$ cat src/rtl/bsr_meta_pkg.sv
// Shared definitions for the BSR metadata store (writer and reader sides).
// Covers FSM states, error codes, BRAM region bases and stream layout.
package bsr_meta_pkg;

    typedef enum logic [5:0] {
        S_IDLE   = 6'b000001,
        S_HDR    = 6'b000010,
        S_ROWPTR = 6'b000100,
        S_COLIDX = 6'b001000,
        S_DONE   = 6'b010000,
        S_ERR    = 6'b100000
    } state_t;

    typedef enum logic [2:0] {
        ERR_NONE       = 3'd0,
        ERR_ROWS       = 3'd1,
        ERR_RP0        = 3'd2,
        ERR_RP_DEC     = 3'd3,
        ERR_NNZ        = 3'd4,
        ERR_COL        = 3'd5,
        ERR_EARLY_LAST = 3'd6,
        ERR_NO_LAST    = 3'd7
    } err_t;

    localparam logic [15:0] ROW_PTR_BASE     = 16'h0000;
    localparam logic [15:0] COL_IDX_BASE_DEF = 16'h2000;

    // Stream: one header word (R), R+1 row pointers, then nnz column indices.
    localparam int unsigned HDR_WORDS = 1;

    function automatic int unsigned stream_words(input int unsigned rows,
                                                 input int unsigned nnz);
        return HDR_WORDS + rows + 1 + nnz;
    endfunction

endpackage

$ cat src/rtl/bsr_meta_loader_if.sv
// Valid/ready metadata stream from the DMA into the metadata loader.
interface bsr_meta_loader_if #(
    parameter int unsigned DATA_WIDTH = 32
);
    logic                  in_valid;
    logic                  in_ready;
    logic [DATA_WIDTH-1:0] in_data;
    logic                  in_last;

    modport master (output in_valid, output in_data, output in_last, input in_ready);
    modport slave  (input in_valid, input in_data, input in_last, output in_ready);
endinterface

$ cat src/rtl/meta_wr_stage.sv
// Registered BRAM write port; a squashed request produces no write.
module meta_wr_stage #(
    parameter int unsigned ADDR_WIDTH = 16,
    parameter int unsigned DATA_WIDTH = 32
) (
    input  logic                  clk,
    input  logic                  rst,
    input  logic                  wr_en,
    input  logic                  squash,
    input  logic [ADDR_WIDTH-1:0] wr_addr,
    input  logic [DATA_WIDTH-1:0] wr_data,
    output logic                  mem_we,
    output logic [ADDR_WIDTH-1:0] mem_waddr,
    output logic [DATA_WIDTH-1:0] mem_wdata
);
    logic                  we_q, we_d;
    logic [ADDR_WIDTH-1:0] waddr_q, waddr_d;
    logic [DATA_WIDTH-1:0] wdata_q, wdata_d;

    always_comb begin
        we_d    = wr_en && !squash;
        waddr_d = we_d ? wr_addr : waddr_q;
        wdata_d = we_d ? wr_data : wdata_q;
    end

    always_ff @(posedge clk) begin
        if (rst) begin
            we_q    <= 1'b0;
            waddr_q <= '0;
            wdata_q <= '0;
        end else begin
            we_q    <= we_d;
            waddr_q <= waddr_d;
            wdata_q <= wdata_d;
        end
    end

    assign mem_we    = we_q;
    assign mem_waddr = waddr_q;
    assign mem_wdata = wdata_q;
endmodule

$ cat src/rtl/bsr_meta_loader.sv
// Writes a packed BSR metadata stream (row pointers, column indices) into the
// metadata BRAM, validating structure and reporting the loaded dimensions.
module bsr_meta_loader
    import bsr_meta_pkg::*;
#(
    parameter int unsigned           DATA_WIDTH   = 32,
    parameter int unsigned           ADDR_WIDTH   = 16,
    parameter int unsigned           MAX_ROWS     = 1024,
    parameter int unsigned           MAX_NNZ      = 16384,
    parameter logic [ADDR_WIDTH-1:0] COL_IDX_BASE = ADDR_WIDTH'(COL_IDX_BASE_DEF)
) (
    input  logic                  clk,
    input  logic                  rst,
    input  logic                  start,
    input  logic [15:0]           num_block_cols,
    bsr_meta_loader_if.slave      in_if,
    output logic                  mem_we,
    output logic [ADDR_WIDTH-1:0] mem_waddr,
    output logic [DATA_WIDTH-1:0] mem_wdata,
    output logic                  busy,
    output logic                  done,
    output logic                  error,
    output logic [2:0]            err_code,
    output logic [15:0]           rows_loaded,
    output logic [ADDR_WIDTH:0]   nnz_loaded,
    output logic                  cache_inv
);
    localparam int unsigned CW = ADDR_WIDTH + 1;

    state_t          state_q, state_d;
    logic [CW-1:0]   r_q, r_d, nnz_q, nnz_d, rp_cnt_q, rp_cnt_d, ci_cnt_q, ci_cnt_d;
    logic [DATA_WIDTH-1:0] prev_q, prev_d;
    logic [15:0]     ncols_q, ncols_d, rows_loaded_q, rows_loaded_d;
    logic [CW-1:0]   nnz_loaded_q, nnz_loaded_d;
    logic            error_q, error_d;
    err_t            err_code_q, err_code_d, code;
    logic            ready, beat, raise, wr_en;
    logic [ADDR_WIDTH-1:0] wr_addr;

    always_comb begin
        state_d       = state_q;
        r_d           = r_q;
        nnz_d         = nnz_q;
        rp_cnt_d      = rp_cnt_q;
        ci_cnt_d      = ci_cnt_q;
        prev_d        = prev_q;
        ncols_d       = ncols_q;
        rows_loaded_d = rows_loaded_q;
        nnz_loaded_d  = nnz_loaded_q;
        error_d       = error_q;
        err_code_d    = err_code_q;
        code          = ERR_NONE;
        raise         = 1'b0;
        wr_en         = 1'b0;
        wr_addr       = '0;
        ready = (state_q == S_HDR) || (state_q == S_ROWPTR) ||
                (state_q == S_COLIDX) || (state_q == S_ERR);
        beat  = in_if.in_valid && ready;

        case (state_q)
            S_IDLE: if (start) begin
                state_d    = S_HDR;
                error_d    = 1'b0;
                err_code_d = ERR_NONE;
                ncols_d    = num_block_cols;
                r_d        = '0;
                nnz_d      = '0;
                rp_cnt_d   = '0;
                ci_cnt_d   = '0;
                prev_d     = '0;
            end
            S_HDR: if (beat) begin
                if (in_if.in_data > DATA_WIDTH'(MAX_ROWS) || in_if.in_data == '0) begin
                    raise = 1'b1; code = ERR_ROWS;
                end else if (in_if.in_last) begin
                    raise = 1'b1; code = ERR_EARLY_LAST;
                end else begin
                    r_d     = in_if.in_data[CW-1:0];
                    state_d = S_ROWPTR;
                end
            end
            S_ROWPTR: if (beat) begin
                wr_en    = 1'b1;
                wr_addr  = ADDR_WIDTH'(ROW_PTR_BASE) + rp_cnt_q[ADDR_WIDTH-1:0];
                rp_cnt_d = rp_cnt_q + CW'(1);
                prev_d   = in_if.in_data;
                if (rp_cnt_q == '0 && in_if.in_data != '0) begin
                    raise = 1'b1; code = ERR_RP0;
                end else if (in_if.in_data < prev_q) begin
                    raise = 1'b1; code = ERR_RP_DEC;
                end else if (rp_cnt_q == r_q) begin
                    if (in_if.in_data > DATA_WIDTH'(MAX_NNZ)) begin
                        raise = 1'b1; code = ERR_NNZ;
                    end else begin
                        nnz_d = in_if.in_data[CW-1:0];
                        if (in_if.in_data == '0) begin
                            if (in_if.in_last) begin
                                state_d       = S_DONE;
                                rows_loaded_d = r_q[15:0];
                                nnz_loaded_d  = '0;
                            end else begin
                                raise = 1'b1; code = ERR_NO_LAST;
                            end
                        end else if (in_if.in_last) begin
                            raise = 1'b1; code = ERR_EARLY_LAST;
                        end else begin
                            state_d = S_COLIDX;
                        end
                    end
                end else if (in_if.in_last) begin
                    raise = 1'b1; code = ERR_EARLY_LAST;
                end
            end
            S_COLIDX: if (beat) begin
                wr_en    = 1'b1;
                wr_addr  = COL_IDX_BASE + ci_cnt_q[ADDR_WIDTH-1:0];
                ci_cnt_d = ci_cnt_q + CW'(1);
                if (in_if.in_data >= DATA_WIDTH'(ncols_q)) begin
                    raise = 1'b1; code = ERR_COL;
                end else if (ci_cnt_q + CW'(1) == nnz_q) begin
                    if (in_if.in_last) begin
                        state_d       = S_DONE;
                        rows_loaded_d = r_q[15:0];
                        nnz_loaded_d  = nnz_q;
                    end else begin
                        raise = 1'b1; code = ERR_NO_LAST;
                    end
                end else if (in_if.in_last) begin
                    raise = 1'b1; code = ERR_EARLY_LAST;
                end
            end
            S_DONE:  state_d = S_IDLE;
            S_ERR:   if (beat && in_if.in_last) state_d = S_IDLE;
            default: state_d = S_IDLE;
        endcase

        // An offending beat is squashed; if it already ends the stream there is nothing to drain.
        if (raise) begin
            error_d    = 1'b1;
            err_code_d = code;
            state_d    = in_if.in_last ? S_IDLE : S_ERR;
        end
    end

    always_ff @(posedge clk) begin
        if (rst) begin
            state_q       <= S_IDLE;
            r_q           <= '0;
            nnz_q         <= '0;
            rp_cnt_q      <= '0;
            ci_cnt_q      <= '0;
            prev_q        <= '0;
            ncols_q       <= '0;
            rows_loaded_q <= '0;
            nnz_loaded_q  <= '0;
            error_q       <= 1'b0;
            err_code_q    <= ERR_NONE;
        end else begin
            state_q       <= state_d;
            r_q           <= r_d;
            nnz_q         <= nnz_d;
            rp_cnt_q      <= rp_cnt_d;
            ci_cnt_q      <= ci_cnt_d;
            prev_q        <= prev_d;
            ncols_q       <= ncols_d;
            rows_loaded_q <= rows_loaded_d;
            nnz_loaded_q  <= nnz_loaded_d;
            error_q       <= error_d;
            err_code_q    <= err_code_d;
        end
    end

    meta_wr_stage #(
        .ADDR_WIDTH (ADDR_WIDTH),
        .DATA_WIDTH (DATA_WIDTH)
    ) u_wr (
        .clk       (clk),
        .rst       (rst),
        .wr_en     (wr_en),
        .squash    (raise),
        .wr_addr   (wr_addr),
        .wr_data   (in_if.in_data),
        .mem_we    (mem_we),
        .mem_waddr (mem_waddr),
        .mem_wdata (mem_wdata)
    );

    assign in_if.in_ready = ready;
    assign busy           = (state_q != S_IDLE);
    assign done           = (state_q == S_DONE);
    assign cache_inv      = (state_q == S_DONE);
    assign error          = error_q;
    assign err_code       = err_code_q;
    assign rows_loaded    = rows_loaded_q;
    assign nnz_loaded     = nnz_loaded_q;
endmodule

$ cat src/flat_wrapper.sv
// flat-port wrapper written by rule: the top's interface ports become plain ports
module bsr_meta_loader_flat import bsr_meta_pkg::*;
#(
    parameter int unsigned           DATA_WIDTH   = 32,
    parameter int unsigned           ADDR_WIDTH   = 16,
    parameter int unsigned           MAX_ROWS     = 1024,
    parameter int unsigned           MAX_NNZ      = 16384,
    parameter logic [ADDR_WIDTH-1:0] COL_IDX_BASE = ADDR_WIDTH'(COL_IDX_BASE_DEF)
)
  (clk, rst, start, num_block_cols, mem_we, mem_waddr, mem_wdata, busy, done, error, err_code, rows_loaded, nnz_loaded, cache_inv, in_if_in_valid, in_if_in_data, in_if_in_last, in_if_in_ready);
  bsr_meta_loader_if #(.DATA_WIDTH(DATA_WIDTH)) in_if_i ();
  input  logic clk;
  input  logic rst;
  input  logic start;
  input  logic [15:0] num_block_cols;
  output logic mem_we;
  output logic [ADDR_WIDTH-1:0] mem_waddr;
  output logic [DATA_WIDTH-1:0] mem_wdata;
  output logic busy;
  output logic done;
  output logic error;
  output logic [2:0] err_code;
  output logic [15:0] rows_loaded;
  output logic [ADDR_WIDTH:0] nnz_loaded;
  output logic cache_inv;
  input wire logic [$bits(in_if_i.in_valid)-1:0] in_if_in_valid;
  input wire logic [$bits(in_if_i.in_data)-1:0] in_if_in_data;
  input wire logic [$bits(in_if_i.in_last)-1:0] in_if_in_last;
  output wire logic [$bits(in_if_i.in_ready)-1:0] in_if_in_ready;
  assign in_if_i.in_valid = in_if_in_valid;
  assign in_if_i.in_data = in_if_in_data;
  assign in_if_i.in_last = in_if_in_last;
  assign in_if_in_ready = in_if_i.in_ready;
  bsr_meta_loader #(.DATA_WIDTH(DATA_WIDTH), .ADDR_WIDTH(ADDR_WIDTH), .MAX_ROWS(MAX_ROWS), .MAX_NNZ(MAX_NNZ), .COL_IDX_BASE(COL_IDX_BASE)) u_core (.clk(clk), .rst(rst), .start(start), .num_block_cols(num_block_cols), .in_if(in_if_i), .mem_we(mem_we), .mem_waddr(mem_waddr), .mem_wdata(mem_wdata), .busy(busy), .done(done), .error(error), .err_code(err_code), .rows_loaded(rows_loaded), .nnz_loaded(nnz_loaded), .cache_inv(cache_inv));
endmodule
$ cat config.mk
export PLATFORM = sky130hd
export DESIGN_NAME = bsr_meta_loader_flat
export DESIGN_NICKNAME = d
export VERILOG_FILES = /design/src/rtl/bsr_meta_pkg.sv /design/src/rtl/bsr_meta_loader_if.sv /design/src/rtl/meta_wr_stage.sv /design/src/rtl/bsr_meta_loader.sv /design/src/flat_wrapper.sv
export SDC_FILE = /design/constraint.sdc
export NUM_CORES = 1
export LEC_CHECK = 0
export ABC_AREA = 1
export BUFFER_PORTS_ARGS = -buffer_cell sky130_fd_sc_hd__buf_2
export CORE_ASPECT_RATIO = 0.8
export CORE_MARGIN = 1.5
export CORE_UTILIZATION = 35
export CTS_BUF_LIST = sky130_fd_sc_hd__clkbuf_8 sky130_fd_sc_hd__clkbuf_16
export DETAILED_ROUTE_END_ITERATION = 8
export GPL_TIMING_DRIVEN = 0
export PLACE_DENSITY = 0.55
export SETUP_SLACK_MARGIN = 0.2
export SYNTH_ARGS = -nofsm -noshare
export SYNTH_HDL_FRONTEND = slang
export SYNTH_SLANG_ARGS = --single-unit
export TNS_END_PERCENT = 20
$ cat constraint.sdc
create_clock -name clk -period 9.4 [get_ports clk]
set_input_delay 1.88 -clock clk [delete_from_list [all_inputs] [get_ports clk]]
set_output_delay 1.88 -clock clk [all_outputs]
set_load 0.03 [all_outputs]
# Yosys cells after proc, flatten, opt, wreduce, memory -nomap -nowiden
# Index checks and enable logic that the tools add are counted.
# Widths: inputs -> output; s select.
# totals
register_bits	208
inputBits	53
# classes
addsub	3
magnitude_cmp	4
n_eq_ne	38
n_mux	99
n_reduce_logical	28
# op_table
op	count
$mux 17	22
$mux 16	12
$pmux 17 s2	5
$mux 6	18
$mux 32	2
$pmux 16 s2	2
$pmux 32 s2	1
$mux 3	16
$add 17x1->17 const B	2
$eq 17x17->1	2
$ge 32x16->1	1
$gt 32x11->1 const B	1
$gt 32x15->1 const B	1
$logic_not 32->1	1
$lt 32x32->1	1
$reduce_bool 32->1	1
$ne 3x3->1 const B	10
$pmux 6 s5	1
$ne 2x2->1 const B	12
$mux 1	18
$logic_not 17->1	1
$add 14x16->16 const A	1
$reduce_and 14->1	1
$reduce_and 12->1	1
22 further kinds	39

# Logic depth before layout (Yosys ltp)
# Gate-level depths: netlist (run 1).
# depth
ltp_word	10
mapped_depth	24
ltp_nobuf	23

# By module
# Synthesis (run 1) repeated with hierarchy kept, for this count alone.
# unflattened
hier_cells	1640
hier_area_um2	11034.3
# by_module_without_submodules
module	n_inst	cells_each	area_each_um2
bsr_meta_loader	1	1326	8969.9
meta_wr_stage	1	314	2064.5

# Least setup slack after synthesis (run 1)
# No wires, ideal clock.
# synth_path
kind	input to register
startpoint	input port in_if_in_data[6]
endpoint	register u_core.u_wr.wdata_q[12], in the netlist u_core.u_wr.mem_wdata[12]
setup_time_ps	116
arrival_ps	3800
required_time_ps	9284
slack_ps	5484
path_stages	20
path_buffers	2
path_cell_list	nor2_1 > nand2_1 > nor2_2 > nand2_1 > nor2_1 > inv_1 > nor2_4 > ha_1 > inv_1 > nor2_1 > o21ai_0 > o21bai_1 > nand2_1 > nand2_4 > nand2_4 > inv_2 > buf_6 > buf_6 > nor2_1 > nor2_1
# synth_between
elab_chain_cells	10
elab_cells_between_ends	21
cone_classes	order compare (4); mux (11); reduce/logical (6)
# synth_rtl
item	line_no	rtl
start, declared	flat_wrapper.sv:27	input wire logic [$bits(in_if_i.in_data)-1:0] in_if_in_data;
branches (longest 7 deep; another with $gt 32x15->1)	--	
$pmux 1 s3 (*)	bsr_meta_loader.sv:60	case (state_q)
$logic_not 1->1 (*)	meta_wr_stage.sv:21	we_d = wr_en && !squash;
$logic_and 1x1->1 (*)	meta_wr_stage.sv:21	
end signal, assigned	meta_wr_stage.sv:34	wdata_q <= wdata_d;
end, declared	meta_wr_stage.sv:18	logic [DATA_WIDTH-1:0] wdata_q, wdata_d;
# Mark *: on every way between the ends.
# A chain may end at the register's enable or synchronous reset.

# Worst setup path after layout (run 1)
# layout_path
startpoint	input port in_if_in_data[1]
endpoint	register u_core.u_wr.waddr_q[15], in the netlist u_core.u_wr.mem_waddr[15]
# layout_between
elab_chain_cells	10
elab_cells_between_ends	21
cone_classes	order compare (4); mux (11); reduce/logical (6)
# layout_rtl
item	line_no	rtl
branches (longest 7 deep; another with $gt 32x15->1)	--	
$pmux 1 s3 (*)	bsr_meta_loader.sv:60	
$logic_not 1->1 (*)	meta_wr_stage.sv:21	
$logic_and 1x1->1 (*)	meta_wr_stage.sv:21	
end signal, assigned	meta_wr_stage.sv:33	waddr_q <= waddr_d;
end, declared	meta_wr_stage.sv:17	logic [ADDR_WIDTH-1:0] waddr_q, waddr_d;
# Marks and branches as above.

==> results.sh, run 1 <==
export IMPL_status="finished, final reports clean"
export IMPL_htreeDepth=1
export IMPL_fin_tns_setup_ns=0
export IMPL_relSlewSlack=0.371
export IMPL_cp_max_fo=10
export IMPL_overflow=0
export IMPL_timing_final_crit_share=0.469
export IMPL_syn_nets=1649
export IMPL_reg2reg_depth=18
export IMPL_crit_chain="buf_2 -> nor2_1 -> nand2_1 -> nor2_2 -> nand2_1 -> nor2_1 -> inv_1 -> nor2_4 -> ha_1 -> inv_1 -> nor2_1 -> o21ai_0 -> o21bai_1 -> nand2_1 -> nand2_4 -> nand2_4 -> clkbuf_1 -> o21ai_0 -> nor2_1"
export IMPL_rsz0062_at_grt="no"
export IMPL_dr_max_layer_used="met4"
export IMPL_dp_slack_ns=4.55
export IMPL_drc=0
export IMPL_holdBufCountCts=0
export IMPL_num_rows=57
export IMPL_hold_depth=2
export IMPL_wl_met1_um=18800
export IMPL_initial_core_util=0.356
export IMPL_reg2reg_from="u_core.ci_cnt_q[13]"
export IMPL_max_cap_violations=0
export IMPL_cts_sinks=208
export IMPL_clk_latency_ns=0.53
export IMPL_die_w_um=199
export IMPL_clockBufferDepth=3
export IMPL_postCtsSetupRepairBufs=0
export IMPL_netlist_area_mm2=0.0108
export IMPL_port_buffers=141
export IMPL_first_pass_iters=7
export IMPL_timing_fmax_mhz=227
export IMPL_post_route_util=0.423
export IMPL_cp_slowest_stage_delay_ns=0.40
export IMPL_layout_common_cells="nor2_1 (288), nand2_1 (223), dfxtp_1 (208)"
export IMPL_grt_pass1_vias=9972
export IMPL_grt_antenna_before_repair=0
export IMPL_min_path_type="reg2reg"
export IMPL_path_buf_inv=4
export IMPL_drt_total_wl_um=37500
export IMPL_grt_use_total=0.234
export IMPL_pin_count=143
export IMPL_yosys_most_used_dff="dfxtp_1"
export IMPL_seqCellArea_mm2=0.00416
export IMPL_p_per_area_mw_per_mm2=241
export IMPL_syn_inst=1542
export IMPL_clockRootBuffer="clkbuf_16"
export IMPL_yosysWarnings=0
export IMPL_crit_type="in2reg"
export IMPL_cts_resized=0
export IMPL_cp_required_ns=9.87
export IMPL_nNetsFinal=1816
export IMPL_first_iter_violations=818
export IMPL_final_setup_worst_slack_ns=4.99
export IMPL_placedCellCount=2096
export IMPL_min_period_ns=4.41
export IMPL_start_kind="primary input"
export IMPL_die_y_um=160
export IMPL_path_clk_slew_ns=0.06
export IMPL_routed_via_density=5.05
export IMPL_reg2reg_to="u_core.u_wr.mem_waddr[15]"
export IMPL_regToRegSetupSlack_ns=5.20
export IMPL_gp_congestion=0.919
export IMPL_syn_area_per_cell_um2=7.01
export IMPL_crit_path_frequent_cell="nor2_1"
export IMPL_instances_no_fill=2139
export IMPL_dpl_cell_area_mm2=0.0120
export IMPL_timing_final_hold_violations=0
export IMPL_dpl_hpwl_um=29400
export IMPL_final_area_mm2=0.0129
export IMPL_total_leakage_power_uw=0.00567
export IMPL_cp_slowest_cell="clkbuf_1"
export IMPL_worst_setup_path_end_kind="register"
export IMPL_fillers=3279
export IMPL_synth_edf_count=0
export IMPL_die_area_mm2=0.0319
export IMPL_cts_buffers=24
export IMPL_whs_endpoint="u_core.ncols_q[15]"
export IMPL_wl_met2_um=14900
export IMPL_multi_input_area_mm2=0.00559
export IMPL_min_from="u_core.ncols_q[15]"
export IMPL_async_flop_share=0
export IMPL_drive_gt1_frac=0.143
export IMPL_fin_skew_ns=0.0206
export IMPL_vdd_drop_max_mv=0.125
export IMPL_seq_area_frac_synth=0.385
export IMPL_grt_max_degree=13
export IMPL_ant_nets=0
export IMPL_synth_distinct_cells=47
export IMPL_worst_pin_slew_ns=0.944
export IMPL_vias=10808
export IMPL_path_delay_family="simple AND/OR/NAND/NOR gates"
export IMPL_drv_slew=0
export IMPL_areaGrowthSynthToFinish_pct=19.1
export IMPL_layout_commonest_cell="nor2_1"
export IMPL_cts_tree="built"
export IMPL_wire_per_inst_um=17.5
export IMPL_grt_pass1_wl_um=57600
export IMPL_ys_ff_latch=208
export IMPL_core_area_mm2=0.0304
export IMPL_setup_violations=0
export IMPL_arrival_ns=4.87
export IMPL_wl_met3_um=2990
export IMPL_antenna_cells=0
## per-stage QoR
step	hold WS (ns)	power [uW]
after detailed placement	0.453	2100
after global placement	0.445	2090
after global routing	0.476	3280
final	0.456	3090
after floorplan	0.433	1780
after CTS	0.462	3090
## cells in the mapped netlist, drive strengths merged, types with 22 or more instances
master    n  share of area
ha       54          0.063
o21ai   148          0.069
buf      23          0.015
clkbuf   43          0.015
nand3    67          0.033
nand4    31          0.019
inv     191          0.066
a21oi   112          0.052
nor3     22          0.013
nand2   232          0.084
nor2    302           0.11
dfxtp   208           0.39
## flip-flops by register name, indices dropped and copies added, names as in the netlist
name	count
u_core.ci_cnt_q	17
u_core.err_code	3
u_core.error	1
u_core.ncols_q	16
u_core.nnz_loaded	17
u_core.nnz_q	17
u_core.prev_q	32
u_core.r_q	17
u_core.rows_loaded	16
u_core.rp_cnt_q	17
u_core.state_q	6
u_core.u_wr.mem_waddr	16
u_core.u_wr.mem_wdata	32
u_core.u_wr.mem_we	1
## final cells by class
cell class	instances	share of cell area
Buffer	66	0.0252
Clock buffer	31	0.0542
Tap cell	413	0.0402
Clock inverter	12	0.0111
Sequential cell	208	0.324
Multi-Input combinational cell	1076	0.435
Timing Repair Buffer	141	0.0549
Inverter	192	0.0560
## logic make-up (layout without fill, tap and decap cells)
| family | after synthesis | count (layout) | share of synthesized area |
|---|---|---|---|
| xor+xnor | 13 | 13 | 0.0105 |
| buf+inv | 258 | 442 | 0.0967 |
| simple gates | 674 | 674 | 0.274 |
| compound gates | 335 | 335 | 0.171 |
| fa+ha+maj | 54 | 54 | 0.0625 |
| flops | 208 | 208 | 0.385 |
## worst reg2reg max path: cells and delay by family (launching register included)
| family | cells | cell delay (ns) |
|---|---|---|
| compound gates | 1 | 0.16 |
| flops | 1 | 0.57 |
| simple gates | 14 | 2.44 |
| fa+ha+maj | 2 | 0.56 |
| buf+inv | 1 | 0.41 |
## where the power goes
part | leakage, uW | internal [uW] | switching, uW
clock network | 0.000431 | 602 | 388
logic | 0.00355 | 299 | 688
registers | 0.00169 | 1010 | 104
total | 0.00567 | 1910 | 1180
## per-layer routing
layer	vias up	global-route usage
li1	5403	-
met1	4929	0.361
met2	422	0.342
met3	54	0.0315
met4	0	0.0519
met5	-	0
## how the worst max path moves through the flow
stage | start | endpoint | slack, ns | depth (start not counted)
6_report | in_if_in_data[1] | u_core.u_wr.mem_waddr[15] | 4.99 | 19
5_1_grt | in_if_in_data[1] | u_core.u_wr.mem_waddr[15] | 4.70 | 19
4_1_cts | in_if_in_data[1] | u_core.u_wr.mem_waddr[15] | 5.09 | 19
3_5_place_dp | in_if_in_data[1] | u_core.u_wr.mem_waddr[15] | 4.55 | 19
3_3_place_gp | in_if_in_data[1] | u_core.u_wr.mem_wdata[1] | 4.57 | 19
2_1_floorplan | in_if_in_data[6] | u_core.u_wr.mem_wdata[12] | 5.48 | 20
No activity file was read; power rests on OpenSTA's default activity.
==> inputs of run 2 (changes only) <==
--- a/config.mk
+++ b/config.mk
@@ -5,7 +5,7 @@
 export SDC_FILE = /design/constraint.sdc
 export NUM_CORES = 1
 export LEC_CHECK = 0
-export ABC_AREA = 1
+export ABC_AREA = 0
 export BUFFER_PORTS_ARGS = -buffer_cell sky130_fd_sc_hd__buf_2
 export CORE_ASPECT_RATIO = 0.8
 export CORE_MARGIN = 1.5
@@ -13,7 +13,7 @@
 export CTS_BUF_LIST = sky130_fd_sc_hd__clkbuf_8 sky130_fd_sc_hd__clkbuf_16
 export DETAILED_ROUTE_END_ITERATION = 8
 export GPL_TIMING_DRIVEN = 0
-export PLACE_DENSITY = 0.55
+export PLACE_DENSITY = 0.57
 export SETUP_SLACK_MARGIN = 0.2
 export SYNTH_ARGS = -nofsm -noshare
 export SYNTH_HDL_FRONTEND = slang
==> constraint.sdc (replaced) <==
create_clock -name clk -period 3.8 [get_ports clk]
set_input_delay 0.76 -clock clk [delete_from_list [all_inputs] [get_ports clk]]
set_output_delay 0.76 -clock clk [all_outputs]
set_load 0.03 [all_outputs]
==> results.sh, run 2 <==
export IMPL_status="finished, final reports clean"
export IMPL_start_kind="register"
export IMPL_power_switching_uw=1950
export IMPL_cp_slowest_cell="or4_4"
export IMPL_p_per_area_mw_per_mm2=458
export IMPL_vdd_drop_max_mv=0.304
export IMPL_wire_per_inst_um=19.8
export IMPL_layout_commonest_cell="a21oi_1"
export IMPL_ant_nets=0
export IMPL_gp_congestion=0.885
export IMPL_grt_max_degree=14
export IMPL_crit_type="reg2reg"
export IMPL_cts_tree="built"
export IMPL_cts_buffers=24
export IMPL_min_path_type="reg2reg"
export IMPL_placedCellCount=1901
export IMPL_die_area_mm2=0.0318
export IMPL_synth_edf_count=0
export IMPL_regToRegSetupSlack_ns=0.28
export IMPL_drv_slew=0
export IMPL_dpl_cell_area_mm2=0.0120
export IMPL_grt_use_total=0.241
export IMPL_startpoint="u_core.ci_cnt_q[10]"
export IMPL_syn_inst=1348
export IMPL_cts_sinks=208
export IMPL_drc=0
export IMPL_timing_final_hold_violations=0
export IMPL_overflow=0
export IMPL_yosysWarnings=0
export IMPL_rsz0062_at_grt="yes"
export IMPL_reg2reg_depth=11
export IMPL_path_delay_family="simple AND/OR/NAND/NOR gates"
export IMPL_dpl_hpwl_um=28300
export IMPL_synth_top_area_frac=0.388
export IMPL_crit_chain="inv_1 -> or4_4 -> xnor2_1 -> nand4_1 -> nor4_4 -> ha_1 -> nand2_2 -> o221ai_4 -> clkbuf_4 -> a221oi_1 -> a211oi_1"
export IMPL_synth_distinct_cells=68
export IMPL_setup_violations=0
export IMPL_total_leakage_power_uw=0.00468
export IMPL_antenna_cells=0
export IMPL_clk_latency_ns=0.53
export IMPL_reg2reg_to="u_core.err_code[0]"
export IMPL_pin_count=143
export IMPL_grt_antenna_before_repair=1
export IMPL_fin_tns_setup_ns=0
export IMPL_relSlewSlack=0.384
export IMPL_nNetsFinal=1631
export IMPL_timing_final_crit_share=0.927
export IMPL_vias=10974
export IMPL_syn_nets=1455
export IMPL_cp_endpoint="u_core.err_code[0]"
export IMPL_path_buf_inv=2
export IMPL_pwr_share_seq=0.384
export IMPL_arrival_ns=3.94
export IMPL_num_rows=57
export IMPL_netlist_area_mm2=0.0107
export IMPL_combPwrFrac=0.209
export IMPL_clockBufferDepth=3
export IMPL_first_pass_iters=5
export IMPL_reg2reg_from="u_core.ci_cnt_q[10]"
export IMPL_core_area_mm2=0.0303
export IMPL_syn_area_per_cell_um2=7.97
export IMPL_routed_via_density=5.62
export IMPL_synth_top_cell_by_area="dfxtp_1"
export IMPL_drt_total_wl_um=38700
export IMPL_drive_gt1_frac=0.158
export IMPL_seq_area_frac_synth=0.388
export IMPL_fillers=3080
export IMPL_async_flop_share=0
export IMPL_min_period_ns=3.52
export IMPL_clockRootBuffer="clkbuf_16"
export IMPL_instances_no_fill=1954
export IMPL_final_area_mm2=0.0130
export IMPL_max_cap_violations=0
export IMPL_p_sw_frac=0.328
export IMPL_worst_setup_path_end_kind="register"
export IMPL_hold_depth=2
export IMPL_initial_core_util=0.354
export IMPL_ys_ff_latch=208
export IMPL_htreeDepth=1
export IMPL_fin_skew_ns=0.00937
export IMPL_die_w_um=199
export IMPL_yosys_most_used_dff="dfxtp_1"
export IMPL_total_power_uw=5950
export IMPL_path_clk_slew_ns=0.07
export IMPL_first_iter_violations=905
export IMPL_timing_fmax_mhz=284
export IMPL_port_buffers=140
export IMPL_synth_most_common_cell="dfxtp_1"
export IMPL_worst_pin_slew_ns=0.924
export IMPL_grt_pass1_wl_um=59600
export IMPL_areaGrowthSynthToFinish_pct=21.0
export IMPL_cp_max_fo=10
export IMPL_cp_required_ns=4.22
export IMPL_internal_power_uw=4000
export IMPL_cp_slowest_stage_delay_ns=0.58
export IMPL_synth_commonest_cells="dfxtp_1 (208), a21oi_1 (206), nand2_1 (134)"
export IMPL_layout_common_cells="a21oi_1 (206), dfxtp_1 (205), buf_2 (146)"
export IMPL_synth_area_leaders="dfxtp_1 (39%), a21oi_1 (9.6%), ha_1 (6.3%), nand3_1 (5.2%), nand2_1 (4.7%)"
export IMPL_die_y_um=160
export IMPL_grt_pass1_vias=9990
export IMPL_critical_path_depth=11
export IMPL_pwr_share_clk=0.406
## run 2: cell count changes after synthesis, sizes merged, moves of 45 or more
| cell | change |
|---|---|
| clkbuf | +51 |
| nand2 | -98 |
| inv | -129 |
| o21ai | -48 |
| nand3 | +45 |
| a21oi | +95 |
| nor2 | -262 |
## run 2: power groups by stage
stage | Combinational (uW) | Clock (uW) | Sequential (uW)
floorplan | 759 | 0 | 2340
global placement | 1190 | 0 | 2330
detailed placement | 1200 | 0 | 2330
CTS | 1210 | 2440 | 2290
global route | 1360 | 2530 | 2290
finish | 1250 | 2420 | 2290
## run 2: metrics by stage
step	hold slack [ns]	setup WS [ns]	util
floorplan	0.429	0.479	-
global placement	0.440	-0.598	0.395
detailed placement	0.443	-0.625	0.395
CTS	0.452	0.188	0.424
global route	0.464	0.103	0.429
finish	0.453	0.278	0.429
## run 2: what timing repair did
| action | in CTS | in global routing |
|---|---|---|
| gates resized for setup | 17 | 36 |
| endpoints found under the setup margin | 89 | 78 |
| hold buffers | 0 | 0 |
| pin swaps | 3 | 7 |
| setup buffers | 3 | 6 |
## run 2: final cells by class
| cell class | count | area, um2 | area share |
|---|---|---|---|
| multi-input combinational | 967 | 5980 | 0.460 |
| sequential | 208 | 4170 | 0.321 |
| timing repair buffer | 150 | 776 | 0.0597 |
| clock buffer | 29 | 681 | 0.0524 |
| tap | 413 | 517 | 0.0398 |
| buffer | 111 | 505 | 0.0389 |
| inverter | 62 | 233 | 0.0179 |
| clock inverter | 14 | 136 | 0.0105 |
## run 2: per-layer routing
layer  global-route usage  vias to the layer above  share of wire
li1                     -                     5199              -
met1                0.365                     5295           0.48
met2                0.355                      420           0.42
met3               0.0393                       58          0.074
met4               0.0492                        2          0.020
met5                    0                        -        0.00034
## run 2: cell families (layout without fill, tap and decap cells)
family          after synthesis  after routing  share of synthesized area
buf+inv                     173            366                     0.0650
simple gates                464            464                      0.231
flops                       208            208                      0.388
fa+ha+maj                    54             54                     0.0629
compound gates              397            397                      0.210
mux                           1              1                   0.000932
xor+xnor                     51             51                     0.0429
## run 2: worst min path at each step
stage / endpoint / slack [ns] / from
after floorplan: u_core.prev_q[0] / 0.43 / u_core.prev_q[0]
after global placement: u_core.prev_q[19] / 0.44 / u_core.prev_q[19]
after detailed placement: u_core.prev_q[18] / 0.44 / u_core.prev_q[18]
after CTS: u_core.prev_q[18] / 0.45 / u_core.prev_q[18]
after global routing: u_core.ncols_q[3] / 0.46 / num_block_cols[3]
final: u_core.prev_q[18] / 0.45 / u_core.prev_q[18]
## run 2: worst register-to-register path, cell delays in order, from the launching register on
cell	delay [ns]
dfxtp_1	0.56
inv_1	0.11
or4_4	0.58
xnor2_1	0.19
nand4_1	0.21
nor4_4	0.40
ha_1	0.24
nand2_2	0.10
o221ai_4	0.35
clkbuf_4	0.31
a221oi_1	0.07
a211oi_1	0.30
